`src/rtl/bcd_pkg.sv`:
```
// ============================================================================
// Module   : bcd_pkg
// Purpose  : Shared types and constants for the sequential binary-to-BCD path.
// Revision : 1.0 - initial release
// ============================================================================
`default_nettype none

package bcd_pkg;

    typedef enum logic [1:0] {
        IDLE  = 2'd0,
        SHIFT = 2'd1,
        DONE  = 2'd2
    } state_t;

    localparam int BCD_DIGITS = 4;
    localparam int BCD_MAX    = 9999;
    localparam int DIGIT_W    = 4;

endpackage

`default_nettype wire

```
`src/rtl/bcd_add3.sv`:
```
// ============================================================================
// Module   : bcd_add3
// Purpose  : Double-dabble nibble corrector; adds 3 when the digit is >= 5.
// Revision : 1.0 - initial release
// ============================================================================
`default_nettype none

module bcd_add3
    import bcd_pkg::*;
(
    input  logic [DIGIT_W-1:0] a_i,
    output logic [DIGIT_W-1:0] y_o
);

    assign y_o = (a_i >= DIGIT_W'(5)) ? (a_i + DIGIT_W'(3)) : a_i;

endmodule

`default_nettype wire

```
`src/rtl/bin_to_bcd_seq.sv`:
```
// ============================================================================
// Module   : bin_to_bcd_seq
// Purpose  : Sequential shift-and-add-3 converter feeding the 4-digit display.
//            Optional macro BCD_SIGNED_INPUT_EN treats value as two's complement.
// Revision : 1.0 - initial release
// ============================================================================
`default_nettype none

module bin_to_bcd_seq
    import bcd_pkg::*;
#(
    parameter int WIDTH = 14
)(
    input  logic             clk_main,
    input  logic             reset,
    input  logic             start,
    input  logic [WIDTH-1:0] value,
    output logic             busy,
    output logic             done,
    output logic [3:0]       num_1,
    output logic [3:0]       num_2,
    output logic [3:0]       num_3,
    output logic [3:0]       num_4,
    output logic             neg,
    output logic             ovf
);

    localparam int BCD_W = BCD_DIGITS * DIGIT_W;
    localparam int SR_W  = BCD_W + WIDTH;
    localparam int CNT_W = $clog2(WIDTH + 1);

    state_t             state_q, state_d;
    logic [SR_W-1:0]    sr_q, sr_d;
    logic [CNT_W-1:0]   cnt_q, cnt_d;
    logic               sign_q, sign_d;
    logic               ovf_lat_q, ovf_lat_d;
    logic               busy_q, busy_d;
    logic               done_q, done_d;
    logic [BCD_W-1:0]   digits_q, digits_d;
    logic               neg_q, neg_d;
    logic               ovf_q, ovf_d;

    logic [WIDTH-1:0]   w_mag;
    logic               w_sign;
    logic               w_ovf;
    logic [BCD_W-1:0]   w_bcd_adj;
    logic [SR_W-1:0]    w_sr_next;

`ifdef BCD_SIGNED_INPUT_EN
    // Negating the most negative code yields 2^(WIDTH-1), which still fits unsigned.
    assign w_sign = value[WIDTH-1];
    assign w_mag  = w_sign ? (~value + WIDTH'(1)) : value;
`else
    assign w_sign = 1'b0;
    assign w_mag  = value;
`endif

    assign w_ovf = (32'(w_mag) > 32'(BCD_MAX));

    generate
        for (genvar g = 0; g < BCD_DIGITS; g++) begin : g_add3
            bcd_add3 u_add3 (
                .a_i (sr_q[WIDTH + g*DIGIT_W +: DIGIT_W]),
                .y_o (w_bcd_adj[g*DIGIT_W +: DIGIT_W])
            );
        end
    endgenerate

    // Carries out of the BCD field are dropped; overflow was decided at capture.
    assign w_sr_next = {w_bcd_adj, sr_q[WIDTH-1:0]} << 1;

    always_comb begin
        state_d   = state_q;
        sr_d      = sr_q;
        cnt_d     = cnt_q;
        sign_d    = sign_q;
        ovf_lat_d = ovf_lat_q;
        busy_d    = busy_q;
        done_d    = 1'b0;
        digits_d  = digits_q;
        neg_d     = neg_q;
        ovf_d     = ovf_q;
        case (state_q)
            IDLE: begin
                if (start) begin
                    sr_d      = {{BCD_W{1'b0}}, w_mag};
                    cnt_d     = CNT_W'(WIDTH);
                    sign_d    = w_sign;
                    ovf_lat_d = w_ovf;
                    busy_d    = 1'b1;
                    state_d   = SHIFT;
                end
            end
            SHIFT: begin
                sr_d  = w_sr_next;
                cnt_d = cnt_q - CNT_W'(1);
                if (cnt_q == CNT_W'(1)) begin
                    state_d = DONE;
                end
            end
            DONE: begin
                digits_d = ovf_lat_q ? 16'h9999 : sr_q[SR_W-1:WIDTH];
                neg_d    = sign_q;
                ovf_d    = ovf_lat_q;
                done_d   = 1'b1;
                busy_d   = 1'b0;
                state_d  = IDLE;
            end
            default: begin
                state_d = IDLE;
            end
        endcase
    end

    always_ff @(posedge clk_main) begin
        if (reset) begin
            state_q   <= IDLE;
            sr_q      <= '0;
            cnt_q     <= '0;
            sign_q    <= 1'b0;
            ovf_lat_q <= 1'b0;
            busy_q    <= 1'b0;
            done_q    <= 1'b0;
            digits_q  <= '0;
            neg_q     <= 1'b0;
            ovf_q     <= 1'b0;
        end else begin
            state_q   <= state_d;
            sr_q      <= sr_d;
            cnt_q     <= cnt_d;
            sign_q    <= sign_d;
            ovf_lat_q <= ovf_lat_d;
            busy_q    <= busy_d;
            done_q    <= done_d;
            digits_q  <= digits_d;
            neg_q     <= neg_d;
            ovf_q     <= ovf_d;
        end
    end

    assign busy  = busy_q;
    assign done  = done_q;
    assign num_1 = digits_q[3:0];
    assign num_2 = digits_q[7:4];
    assign num_3 = digits_q[11:8];
    assign num_4 = digits_q[15:12];
    assign neg   = neg_q;
    assign ovf   = ovf_q;

endmodule

`default_nettype wire
```
`config.mk`:
```
export PLATFORM = sky130hd
export DESIGN_NAME = bin_to_bcd_seq
export DESIGN_NICKNAME = d
export VERILOG_FILES = /design/src/rtl/bcd_pkg.sv /design/src/rtl/bcd_add3.sv /design/src/rtl/bin_to_bcd_seq.sv
export SDC_FILE = /design/constraint.sdc
export NUM_CORES = 1
export LEC_CHECK = 0
export CAP_MARGIN = 20
export CORE_ASPECT_RATIO = 0.5
export CORE_MARGIN = 4
export CORE_UTILIZATION = 40
export DETAILED_ROUTE_END_ITERATION = 10
export PLACE_DENSITY = 0.59
export SYNTH_ARGS = -nofsm -noshare
export SYNTH_HDL_FRONTEND = slang
export SYNTH_SLANG_ARGS = --single-unit
```
`constraint.sdc`:
```
create_clock -name clk_main -period 1.6 [get_ports clk_main]
set_input_delay 0.24 -clock clk_main [delete_from_list [all_inputs] [get_ports clk_main]]
set_output_delay 0.24 -clock clk_main [all_outputs]
set_load 0.01 [all_outputs]
```
[Word level (Yosys, flattened, before mapping)]
Cells that the tools add are included.
Word-level totals
  input bits: 17
  logic and storage cells: 45
  output and inout port bits: 20
  register bits after elaboration: 56
Cells by class
  multiplexer cells: 15
  $lt $le $gt $ge: 5
  reduce and logical (&&, ||, !) cells: 7
  equality and inequality tests: 5
  add/sub/neg operators: 5
Operator list (number)
  30-bit one-hot mux with 2 select lines: 1
  30-bit two-way mux: 1
  4-bit by 3-bit >= comparator with 1-bit output, second input constant: 4
  16-bit two-way mux: 1
  4-bit two-way mux: 4
  14-bit > comparator, second input constant: 1
  4-bit by 2-bit adder with 4-bit output, second input constant: 3
  4-bit one-hot mux with 2 select lines: 1
  2-bit AND reduction: 4
  4-bit by 1-bit equality test with 1-bit output, second input constant: 1
  2-bit two-way mux: 2
  2-bit inequality test, second input constant: 2
  2-bit one-hot mux with 2 select lines: 1
  2-bit nonzero test: 2
  4-bit by 1-bit subtractor with 4-bit output, second input constant: 1
  3-bit by 2-bit adder with 3-bit output, second input constant: 1
  3-bit two-way mux: 1
  2-bit by 1-bit equality test with 1-bit output, second input constant: 1
  2-bit equality test, second input constant: 1
  2-bit logical NOT: 1
  1-bit two-way mux: 2
  1-bit one-hot mux with 2 select lines: 1

[Longest topological paths before layout]
  word-level depth: 3
  mapped depth: 6

[Cells and area by module]
From an unflattened synthesis, not the netlist that was laid out.
Second synthesis, totals
  cells, all modules: 310
  area total of the unflattened synthesis: 2676.3 µm²
Modules (own cells, without submodules)
  bin_to_bcd_seq: area each 2270.9 µm², times used 1, cells an instance 246
  bcd_add3: area each 101.3 µm², times used 4, cells an instance 16

[Worst setup path after synthesis]
Ideal clock, no wire load.
  path type: register to register
  start: reg sr_q[19]
  end: reg sr_q[20]
  path slack: 0.224 ns
  stages on the path, launching flop included: 7
  buffers on the path: 0
  arrival time: 1.259 ns
  cells stage by stage: dfxtp_1 inv_1 ha_1 nand2b_1 a21oi_1 mux2i_1 a22o_1
On the way
  longest elaborated chain between the ends: 3
  elaborated cells between the ends (all ways): 4
Ends and longest elaborated chain
  start, declared: RTL line bin_to_bcd_seq.sv:33  | logic [SR_W-1:0] sr_q, sr_d;
  start signal, assigned: RTL line bin_to_bcd_seq.sv:129  | sr_q <= sr_d;
  4-bit by 2-bit adder with 4-bit output or 4-bit by 3-bit >= comparator with 1-bit output (tied branches): RTL line bcd_add3.sv:15  | assign y_o = (a_i >= DIGIT_W'(5)) ? (a_i + DIGIT_W'(3)) : a_i;
  4-bit two-way mux (*): RTL line bcd_add3.sv:15
  30-bit one-hot mux with 2 select lines (*): RTL line bin_to_bcd_seq.sv:83  | case (state_q)
Every way passes the cells marked *; elsewhere a longest branch is shown, timed or not.
A chain may end at the register's enable or synchronous reset.

[Worst setup path in the final report]
  start: reg sr_q[15]
  end: reg sr_q[16]
Same word-level chain as after synthesis.

==> flow_metrics.tcl <==
set metrics [dict create \
    report.final.slew_viol_count 0 \
    clock-skew-final_ns 0.007382 \
    holdWs_ns 0.4456 \
    outcome "complete, no violations" \
    ios 37 \
    grt-ovfl-total 0 \
    cp_num_buf_inv 1 \
    cts_root_buffer "clkbuf_16" \
    p_sw_frac 0.2503 \
    cts_buffers 5 \
    crit_path_end_kind "register" \
    fin_crit_sh 0.9009 \
    place_inst 409 \
    start_util 0.4219 \
    ys_types 42 \
    tns_ns 0 \
    drive_gt1_frac 0.1489 \
    setup_viol 0 \
    cts_buffer_depth 2 \
    hold_path_depth 2 \
    clk_pin_slew_ns 0.07 \
    antenna_found_initial 0 \
    grt_max_degree 19 \
    syn_to_final_growth_pct 25.10 \
    fin_ws_ns 0.1586 \
    fillers 602 \
    critPathMaxStageDelay_ns 0.38 \
    row_count 20 \
    grt_usage 0.1578 \
    nets 355 \
    max_cap_violations 0 \
    crit_type "register to register" \
    p_int_mw 2.222 \
    gp_congestion 0.7649 \
    htreeDepth 2 \
    num_antenna_cells 0 \
    die_w_um 122.2 \
    post-place-ws_ns 0.008205 \
    dieArea_um2 7953 \
    rr_worst_depth 6 \
    cts_hold_buf 0 \
    final_common_cell "nor2_1" \
    drc 0 \
    cts.sinks 56 \
    synthCells 285 \
    instances_no_fill 417 \
    p_switching_mw 0.7416 \
    ant_nets 0 \
    cpLargestDelayFamily "flip-flops" \
    critPathRequiredTime_ns 1.84 \
    clock_power_share 0.368 \
    dieHeight_um 65.09 \
    worst-path-stages 6 \
    route.vias.total 2082 \
    min_period_ns 1.441 \
    drtPass1Iterations 4 \
    synth-seq-area-share 0.4299 \
    peakVddDrop_mv 0.4125 \
    hold_class "register to register" \
    ys_ff_latch 56 \
    yosysWarnings 0 \
    hpwl_mm 4.022 \
    rsz0062_at_grt "false" \
    grt_pass1_vias 2166 \
    cts_tree "built" \
    vias_per_cell 4.993 \
    fmax_mhz 693.8 \
    p_per_area_nw_per_um2 908.5 \
    insertion_delay_ns 0.30 \
    critPathSlowestCell "dfxtp_1" \
    cp.arrival_ns 1.69 \
    regToRegSetupSlack_ns 0.16 \
    p_leak_nw 1.289 \
    synth_area_per_cell_um2 9.149 \
    final_cell_mix "nor2_1, dfxtp_1, clkdlybuf4s50_1" \
    portBuffers 35 \
    routed_wl_mm 5.484 \
    grt_first_pass_wirelength_mm 10.05 \
    netlist_area_um2 2608 \
    finalHoldViolations 0 \
    wl_per_cell_um 13.15 \
    comb_power_share 0.128 \
    core_area_um2 6181 \
    seqPwrFrac 0.504 \
    synthesis.nets 312 \
    drt-initial-drc-count 120 \
    crit_fanout 4 \
    cp-start-kind "register" \
    crit_chain "inv_1 -> ha_1 -> nand2b_1 -> a21oi_2 -> mux2i_1 -> a22o_1" \
]
-- path summary, 6_finish.rpt --
kind	from	to
worst max-delay path	sr_q[15]	sr_q[16]
worst min-delay path	digits_q[3]	digits_q[3]
worst max register to register	sr_q[15]	sr_q[16]
worst min register to register	digits_q[3]	digits_q[3]
-- state kept, by name, indices dropped and copies added (netlist names) --
name	count
done	1
sr_q	30
digits_q	16
busy	1
ovf	1
cnt_q	4
ovf_lat_q	1
state_q	2
-- area by class of cell --
type	instances	area, µm²	area share
Multi-Input combinational cell	201	1330	0.4077
Sequential cell	56	1122	0.3441
Timing Repair Buffer	52	503.0	0.1542
Clock buffer	5	125.1	0.03836
Tap cell	88	110.1	0.03376
Inverter	12	50.05	0.01534
Clock inverter	3	21.27	0.006521
-- Yosys cell counts --
cell / number / area, µm²
nor2_1: 59 / 221.5
dfxtp_1: 56 / 1121
a22o_1: 20 / 175.2
nor3_1: 18 / 90.09
o21ai_1: 18 / 90.09
a2bb2oi_2: 10 / 150.1
ha_1: 10 / 125.1
inv_1: 10 / 37.54
a21oi_1: 8 / 40.04
nand2_1: 8 / 30.03
buf_2: 7 / 35.03
nand2b_1: 5 / 31.28
nand3_1: 5 / 25.02
buf_6: 4 / 45.04
mux2i_1: 4 / 40.04
xnor2_1: 4 / 35.03
a2bb2oi_1: 3 / 26.28
buf_4: 3 / 22.52
nor2_2: 3 / 18.77
xor2_1: 3 / 26.28
a211oi_1: 2 / 15.01
a22oi_1: 2 / 15.01
nand3b_1: 2 / 15.01
nor2_4: 2 / 22.52
nor2b_1: 2 / 12.51
a21oi_2: 1 / 8.760
a21oi_4: 1 / 16.27
a221oi_2: 1 / 15.01
a311oi_1: 1 / 8.760
and3_1: 1 / 6.260
buf_1: 1 / 3.750
clkbuf_1: 1 / 3.750
conb_1: 1 / 3.750
inv_2: 1 / 3.750
inv_6: 1 / 8.760
nand2b_2: 1 / 8.760
nand3b_4: 1 / 20.02
nand4b_1: 1 / 8.760
nor4_1: 1 / 6.260
o21a_1: 1 / 7.510
o21ai_0: 1 / 5.000
or2_1: 1 / 6.260
-- logic make-up after synthesis --
family,after synthesis,synth area share
xor+xnor,7,0.02351
other cells,1,0.001438
mux,4,0.01536
fa+ha+maj,10,0.04798
compound gates,69,0.2198
simple gates,110,0.2006
buf+inv,28,0.06142
flops,56,0.4299
-- power groups by stage --
stage                     clock (mW)  combinational, mW  sequential, mW
after floorplan                    0              0.275            1.51
after global placement             0              0.372            1.52
after detailed placement           0              0.382            1.52
after CTS                       1.13              0.384            1.49
after global routing            1.20              0.426            1.50
final                           1.09              0.380            1.49
-- routing by layer --
metal | vias up | wire length (µm) | track usage
met5 | - | 0 | 0
met4 | 0 | 51 | 0.04463
met3 | 5 | 281 | 0.04299
met2 | 34 | 2605 | 0.2658
met1 | 967 | 2546 | 0.2004
li1 | 1076 | - | -
-- worst reg2reg max path: stages (launching register included) --
cell and delay (ns):
dfxtp_1 0.38, inv_1 0.10, ha_1 0.18, nand2b_1 0.15
a21oi_2 0.21, mux2i_1 0.24, a22o_1 0.14
-- repair_timing --
action	4_1_cts	5_1_grt
buffers inserted	0	0
gates resized for setup	0	2
hold endpoints to repair	0	0
setup endpoints to repair	0	9
-- stage by stage --
step,cell area [µm²],total power [mW],utilization
4_1_cts,3257,3.010,0.5269
3_5_place_dp,3110,1.907,0.5032
2_1_floorplan,2608,1.784,-
6_report,3262,2.963,0.5277
3_3_place_gp,3110,1.894,0.5032
5_1_grt,3262,3.125,0.5277
Power figures use the tool's default switching activity.
